## config.mk

```make
export PLATFORM = sky130hd
export DESIGN_NAME = mcycle_seq
export DESIGN_NICKNAME = d
export VERILOG_FILES = /design/src/rtl/mcycle_pkg.sv /design/src/rtl/fetch_timer.sv /design/src/rtl/mcycle_seq.sv
export SDC_FILE = /design/constraint.sdc
export NUM_CORES = 1
export LEC_CHECK = 0
export ABC_CLOCK_PERIOD_IN_PS = 3770
export CAP_MARGIN = 25
export CORE_ASPECT_RATIO = 0.75
export CORE_MARGIN = 1.5
export CORE_UTILIZATION = 52
export DETAILED_ROUTE_END_ITERATION = 16
export GPL_ROUTABILITY_DRIVEN = 1
export GPL_TIMING_DRIVEN = 0
export PLACE_DENSITY = 0.84
export SETUP_SLACK_MARGIN = 0.5
export SLEW_MARGIN = 20
export SYNTH_ARGS = -nofsm -noshare
export SYNTH_HDL_FRONTEND = slang
export SYNTH_SLANG_ARGS = --single-unit
```

## constraint.sdc

```tcl
create_clock -name clk -period 3.77 [get_ports clk]
set_input_delay 0.754 -clock clk [delete_from_list [all_inputs] [get_ports clk]]
set_output_delay 0.754 -clock clk [all_outputs]
set_load 0.01 [all_outputs]
```

## src/rtl/mcycle_pkg.sv

```systemverilog
// Shared types and constants for the multi-cycle instruction sequencer.
package mcycle_pkg;

  localparam int OPCODE_W = 6;
  localparam logic [OPCODE_W-1:0] OP_RTYPE_DEF = 6'b000000;
  localparam logic [OPCODE_W-1:0] OP_HALT_DEF  = 6'b111111;
  localparam int FETCH_TIMEOUT_DEF = 16;

  typedef enum logic [2:0] {
    S_IDLE   = 3'd0,
    S_FETCH  = 3'd1,
    S_DECODE = 3'd2,
    S_EXEC   = 3'd3,
    S_WB     = 3'd4,
    S_HALT   = 3'd5,
    S_ERR    = 3'd6
  } state_t;

  // Retire counter increment that sticks at all-ones instead of wrapping.
  function automatic logic [15:0] sat_inc16(input logic [15:0] v);
    return (v == 16'hFFFF) ? v : v + 16'd1;
  endfunction

endpackage

```

## src/rtl/fetch_timer.sv

```systemverilog
// Counts FETCH cycles without an ack; o_expired marks the last permitted miss.
module fetch_timer #(
  parameter int FETCH_TIMEOUT = 16
) (
  input  logic clk,
  input  logic i_clear,
  input  logic i_count_en,
  output logic o_expired
);

  localparam int W = $clog2(FETCH_TIMEOUT + 1);
  localparam logic [W-1:0] LAST = W'(FETCH_TIMEOUT - 1);

  logic [W-1:0] r_cnt;

  // Miss counter: cleared outside FETCH, never runs past the expiry point.
  always_ff @(posedge clk) begin
    if (i_clear) begin
      r_cnt <= '0;
    end else if (i_count_en && !o_expired) begin
      r_cnt <= r_cnt + W'(1);
    end else begin
      r_cnt <= r_cnt;
    end
  end

  // Expired while r_cnt equals the misses already seen: a miss now is the FETCH_TIMEOUT-th.
  assign o_expired = (r_cnt == LAST);

endmodule

```

## src/rtl/mcycle_seq.sv

```systemverilog
// Multi-cycle FETCH/DECODE/EXEC/WB sequencer with halt, illegal-opcode and fetch-timeout handling.
module mcycle_seq
  import mcycle_pkg::*;
#(
  parameter logic [OPCODE_W-1:0] OP_RTYPE = OP_RTYPE_DEF,
  parameter logic [OPCODE_W-1:0] OP_HALT  = OP_HALT_DEF,
  parameter int FETCH_TIMEOUT = FETCH_TIMEOUT_DEF
) (
  input  logic                clk,
  input  logic                rst,
  input  logic                start,
  input  logic                stop,
  output logic                imem_req,
  input  logic                imem_ack,
  input  logic [OPCODE_W-1:0] opcode,
  output logic                ir_load,
  output logic                rf_re,
  output logic                alu_en,
  output logic                rf_we,
  output logic                pc_en,
  output logic                busy,
  output logic                halted,
  output logic                illegal,
  output logic                timeout,
  output logic [15:0]         retire_cnt
);

  state_t      r_state;
  state_t      w_next;
  logic        w_expired;
  logic        w_cnt_en;
  logic        w_clear;
  logic [15:0] r_retire_cnt;
  logic        r_halted;
  logic        r_illegal;
  logic        r_timeout;

  assign w_cnt_en = (r_state == S_FETCH) && !imem_ack;
  assign w_clear  = rst || (r_state != S_FETCH);

  fetch_timer #(
    .FETCH_TIMEOUT(FETCH_TIMEOUT)
  ) u_fetch_timer (
    .clk       (clk),
    .i_clear   (w_clear),
    .i_count_en(w_cnt_en),
    .o_expired (w_expired)
  );

  // Next-state decode and per-state datapath strobes.
  always_comb begin
    w_next   = r_state;
    imem_req = 1'b0;
    ir_load  = 1'b0;
    rf_re    = 1'b0;
    alu_en   = 1'b0;
    rf_we    = 1'b0;
    pc_en    = 1'b0;
    busy     = 1'b0;
    case (r_state)
      S_IDLE: begin
        if (start) w_next = S_FETCH;
        else       w_next = S_IDLE;
      end
      S_FETCH: begin
        imem_req = 1'b1;
        ir_load  = imem_ack;
        busy     = 1'b1;
        // An ack on the final allowed cycle still beats the timeout.
        if (imem_ack)       w_next = S_DECODE;
        else if (w_expired) w_next = S_ERR;
        else                w_next = S_FETCH;
      end
      S_DECODE: begin
        rf_re = 1'b1;
        busy  = 1'b1;
        if (opcode == OP_RTYPE)     w_next = S_EXEC;
        else if (opcode == OP_HALT) w_next = S_HALT;
        else                        w_next = S_ERR;
      end
      S_EXEC: begin
        alu_en = 1'b1;
        busy   = 1'b1;
        w_next = S_WB;
      end
      S_WB: begin
        rf_we = 1'b1;
        pc_en = 1'b1;
        busy  = 1'b1;
        if (stop) w_next = S_IDLE;
        else      w_next = S_FETCH;
      end
      S_HALT: begin
        if (start) w_next = S_FETCH;
        else       w_next = S_HALT;
      end
      S_ERR: begin
        w_next = S_ERR;
      end
      default: begin
        w_next = S_ERR;
      end
    endcase
  end

  // State, retire counter and sticky status registers.
  always_ff @(posedge clk) begin
    if (rst) begin
      r_state      <= S_IDLE;
      r_retire_cnt <= 16'd0;
      r_halted     <= 1'b0;
      r_illegal    <= 1'b0;
      r_timeout    <= 1'b0;
    end else begin
      r_state  <= w_next;
      r_halted <= (w_next == S_HALT);
      if (r_state == S_WB) r_retire_cnt <= sat_inc16(r_retire_cnt);
      if (r_state == S_FETCH && w_next == S_ERR) r_timeout <= 1'b1;
      if (r_state == S_DECODE && w_next == S_ERR) r_illegal <= 1'b1;
    end
  end

  assign halted     = r_halted;
  assign illegal    = r_illegal;
  assign timeout    = r_timeout;
  assign retire_cnt = r_retire_cnt;

endmodule

```

# ---- Word level (Yosys, flattened, before mapping)
# Cells that the tools add are included.
dict set report classes {
  add_sub_neg 2
  n_eq_ne 11
  n_mux 14
  bitwise_logic 1
  n_reduce_logical 11
}
# op count
set ops {}
lappend ops {{$pmux W3 S6} 1}
lappend ops {{$add A16 B1 Y16 const B} 1}
lappend ops {{$eq A16 B16 Y1 const B} 1}
lappend ops {{$eq A3 B3 Y1 const B} 4}
lappend ops {{$mux W3} 4}
lappend ops {{$mux W1} 8}
lappend ops {{$eq A3 B2 Y1 const B} 2}
lappend ops {{$eq A6 B6 Y1 const B} 1}
lappend ops {{$logic_not A6 Y1} 1}
lappend ops {{$add A5 B1 Y5 const B} 1}
lappend ops {{$eq A5 B4 Y1 const B} 1}
lappend ops {{$logic_and A1 B1 Y1} 4}
lappend ops {{$reduce_or A4 Y1} 1}
lappend ops {{$eq A3 B1 Y1 const B} 1}
lappend ops {{$logic_not A3 Y1} 1}
lappend ops {{$ne A3 B1 Y1 const B} 1}
lappend ops {{$logic_not A1 Y1} 2}
lappend ops {{$mux W2} 1}
lappend ops {{$reduce_and A2 Y1} 1}
lappend ops {{$logic_or A1 B1 Y1} 1}
lappend ops {{$not A1 Y1} 1}
dict set report totals {
  ff_bits 27
  in_bits 11
  output_inout_bits 26
}

# ---- Depth between registers and ports, before layout
dict set report logic_depth {
  depth_word 6
  depth_mapped 7
}

# ---- Cells and area by module
# From an unflattened synthesis, not the netlist that was laid out.
dict set report hier_totals {
  hier_cells 160
  area_unflattened_um2 1381.3
}
# mod instances cells_each area_per_inst_um2
set by_module_without_submodules {}
lappend by_module_without_submodules {mcycle_seq 1 137 1146.1}
lappend by_module_without_submodules {fetch_timer 1 23 235.2}

# ---- Worst setup path after synthesis
# OpenSTA, ideal clock, no wires.
dict set report synth_path {
  kind {reg2out}
  start {register r_state[0]}
  end {output port ir_load}
  t_arrival_ns 1.230
  required_ns 3.016
  path_slack_ns 1.786
  path_stages_with_launch 4
  path_buffers 0
  path_cell_list {dfxtp_1 > inv_1 > nor3_1 > and2_1}
}
dict set report synth_between {
  elab_chain_cells 2
}
# item line
set synth_lines {}
lappend synth_lines {{start: declaration} mcycle_seq.sv:28} ;# state_t r_state;
lappend synth_lines {{start signal: assignment} mcycle_seq.sv:115} ;# r_state <= w_next;
lappend synth_lines {{$eq A3 B1 Y1} mcycle_seq.sv:60} ;# case (r_state)
lappend synth_lines {{$mux W1} mcycle_seq.sv:60}
lappend synth_lines {{end: declaration} mcycle_seq.sv:16} ;# output logic ir_load,
# No other way between the ends.

# ---- Worst setup path in the final report
# Ends and elaborated chain as after synthesis.

==> impl_results.md <==
* Relative slew slack at 0.611
* Worst Clk Skew at 0.00737 ns
* Top-level I/O count at 37
* CTS tree: done
* Hold Path Depth at 2
* Total chip power at 0.000529 W
* Die Wd at 63.7 µm
* FF/Latch Area at 541 µm²
* Synth warn at 0
* Register area share after synthesis at 0.377
* Status: complete, no violations
* Depth of the most critical reg-to-reg path at 7
* Number of fill cells at 217
* DR iter-0 viols at 77
* Via count at 1416
* VDD IR-drop max at 0.000206 V
* GRT Resource Usage Total at 0.252
* Max Slew Vio Count at 0
* Kind of critical path: flop to primary output
* Via-per-instance ratio at 5.92
* Top post-synthesis cells by area: dfxtp_1, nor2_1, a21oi_1
* EDFF count, synth at 0
* Multi-input gate area at 838 µm²
* Syn Nets at 177
* First-pass GRT wire length at 6.22 mm
* Synthesis-stage register bit count at 27
* CTS buffer count at 3
* Post-CTS Setup Repair Bufs at 0
* Final critical-path share of the clock period at 0.736
* Mapped Cells at 163
* Ant. Diodes at 0
* CTS root buf: clkbuf_8
* Final nets at 218
* Initial antenna violation count at 0
* Worst Path Arrival at 2.02 ns
* Setup TNS at 0 ns
* Post-layout min period at 2.77 ns
* Top cell type's share of synthesized area at 0.377
* Yosys cell types at 41
* CORE AREA at 0.00262 mm²
* Initial core utilization at 0.547
* Largest net degree at the start of global routing at 15
* Clock transition at path regs at 0.09 ns
* Die Area at 0.00309 mm²
* Final setup fails at 0
* Fin. Hold Viols at 0
* Startpoint types: flop
* Buffers and inverters on the worst path at 2
* # rows at 16
* Vias in the first global route at 1334
* Leakage at 0.626 nW
* Gpl congestion at 0.935
* Dpl hpwl at 2.72 mm
* Final ANT Viol Nets at 0
* Grt total ovfl at 0
* CP max-delay cell: clkdlybuf4s50_1
* Drt drc at 0
* First-pass detailed-route iteration total at 4
* Delay-heaviest family, CP: buffers and inverters
* Worst-path maximum fanout at 6
* Layout cells sized above 1 at 0.0887
* Clock Latency Late Sink at 0.27 ns
* Worst Hold Launch: timeout
* Hold buffer count at cts at 0
* Drt total wl at 3.61 mm
* Area leader, netlist: dfxtp_1
* HP Class: flop to flop
* Main flop type after synthesis: dfxtp_1
* FF-to-FF setup slack at 1.67 ns
* Syn avg cell area at 8.80 µm²
* Area delta synth->final at 31.4%
* Fmax at 360 MHz
* WL per Instance at 15.1 µm
* Pwr/cell area at 281 mW/mm²
* Ys async rst share at 0
* Max cap viols at 0
* Hold endpoint: timeout
* Die height at 48.5 µm
* CP peak stage delay at 0.53 ns
* Mapped Area at 0.00144 mm²
* Crit Reg-Reg Endpoint: halted
* H-tree lvl count at 1
* WP data required at 3.02 ns
* Resized Gates After CTS at 0
* Clock sink count at 27
* Bufs on Longest Clock Path at 2
* Worst r2r src: u_fetch_timer.r_cnt[0]
* Critical path endpoint category: primary output
* Cell Chain, Critical Path: inv_1 > nor3_1 > and2_1 > clkdlybuf4s50_1
* RSZ-0062 raised after global routing: no
* IO Port Bufs at 36
* Worst slew pin tran at 0.581 ns
-- cells in the final DEF (no fill, tap or decap), drive strengths merged, types with 4 or more instances in the layout --
| cell | instances |
|---|---|
| or4 | 5 |
| a31oi | 5 |
| mux2 | 5 |
| a21oi | 12 |
| o21ai | 5 |
| clkbuf | 5 |
| inv | 5 |
| dfxtp | 27 |
| buf | 4 |
| nor2b | 4 |
| nand2 | 11 |
| and2 | 4 |
| nand4 | 8 |
| and4 | 4 |
| clkdlybuf4s50 | 36 |
| nand3 | 6 |
| o31ai | 4 |
| nor2 | 19 |
-- per-layer routing --
layer  up-vias  GRT usage  wire, µm
li1        694          -         -
met1       657      0.324      1570
met2        55      0.412      1750
met3        10     0.0488       183
met4         0      0.112       104
met5         -          0         0
-- logic make-up (layout without fill, tap and decap cells) --
logic type | after synthesis | count (layout) | share of synthesized area
xor+xnor | 5 | 5 | 0.0305
buf+inv | 10 | 50 | 0.0392
mux | 7 | 7 | 0.0558
flops | 27 | 27 | 0.377
fa+ha+maj | 3 | 3 | 0.0262
compound gates | 39 | 39 | 0.194
simple gates | 72 | 72 | 0.277
-- Yosys cell counts (2+ instances only) --
cell type  number
nor3_1          2
nand2_1        11
or3_1           2
o41ai_1         2
nand2b_1        2
mux2i_1         2
ha_1            3
a21oi_1        12
o311ai_0        2
buf_4           3
nor2b_1         4
mux2_2          4
inv_1           5
xnor2_1         2
and4_1          4
nand4_1         8
and2_1          3
xor2_1          3
a31oi_1         5
a211oi_1        2
o31ai_1         4
dfxtp_1        27
and3_1          2
o21ai_0         5
nand3_1         6
nor2_1         19
or4_1           5
-- cell type report --
| type | count | share of cell area |
|---|---|---|
| Clock buffer | 4 | 0.0239 |
| Multi-Input combinational cell | 126 | 0.445 |
| Sequential cell | 27 | 0.287 |
| Buffer | 5 | 0.0199 |
| Inverter | 5 | 0.00995 |
| Tap cell | 36 | 0.0239 |
| Timing Repair Buffer | 36 | 0.191 |
-- worst max path at each step --
stage	from	end	slack [ns]	cells after the start
after detailed placement	imem_ack	ir_load	1.09	3
after global routing	r_state[0]	ir_load	0.86	4
after floorplan	r_state[0]	ir_load	1.79	3
after CTS	r_state[0]	ir_load	1.0	4
final	r_state[0]	ir_load	1.0	4
after global placement	imem_ack	ir_load	1.10	3
-- worst register-to-register path, cell delays in order, from the launching register on --
cell and delay, ns:
dfxtp_1 0.34, ha_1 0.21, and3_1 0.19, ha_1 0.21
nor2_1 0.47, mux2_2 0.26, o21ai_0 0.10, a211oi_1 0.23
-- per-stage QoR --
step	setup WS, ns	std cells	utilization	area, µm²	hold WS, ns
after detailed placement	1.09	235	0.702	1840	0.465
after global placement	1.10	235	0.702	1840	0.459
after floorplan	1.79	163	-	1440	0.471
after CTS	0.999	239	0.719	1890	0.493
after global routing	0.859	239	0.719	1890	0.536
final	0.996	239	0.719	1890	0.492
-- report_power, final --
part           internal, W  switching (W)  total (W)
registers         0.000290     0.00000447   0.000294
clock network    0.0000757      0.0000877   0.000163
logic            0.0000371      0.0000344  0.0000716
-- registers in the layout, indices dropped and copies added, names as in the netlist --
signal               count
u_fetch_timer.r_cnt      5
halted                   1
illegal                  1
r_state                  3
retire_cnt              16
timeout                  1
Note: power is estimated with default switching activity, not from simulation.
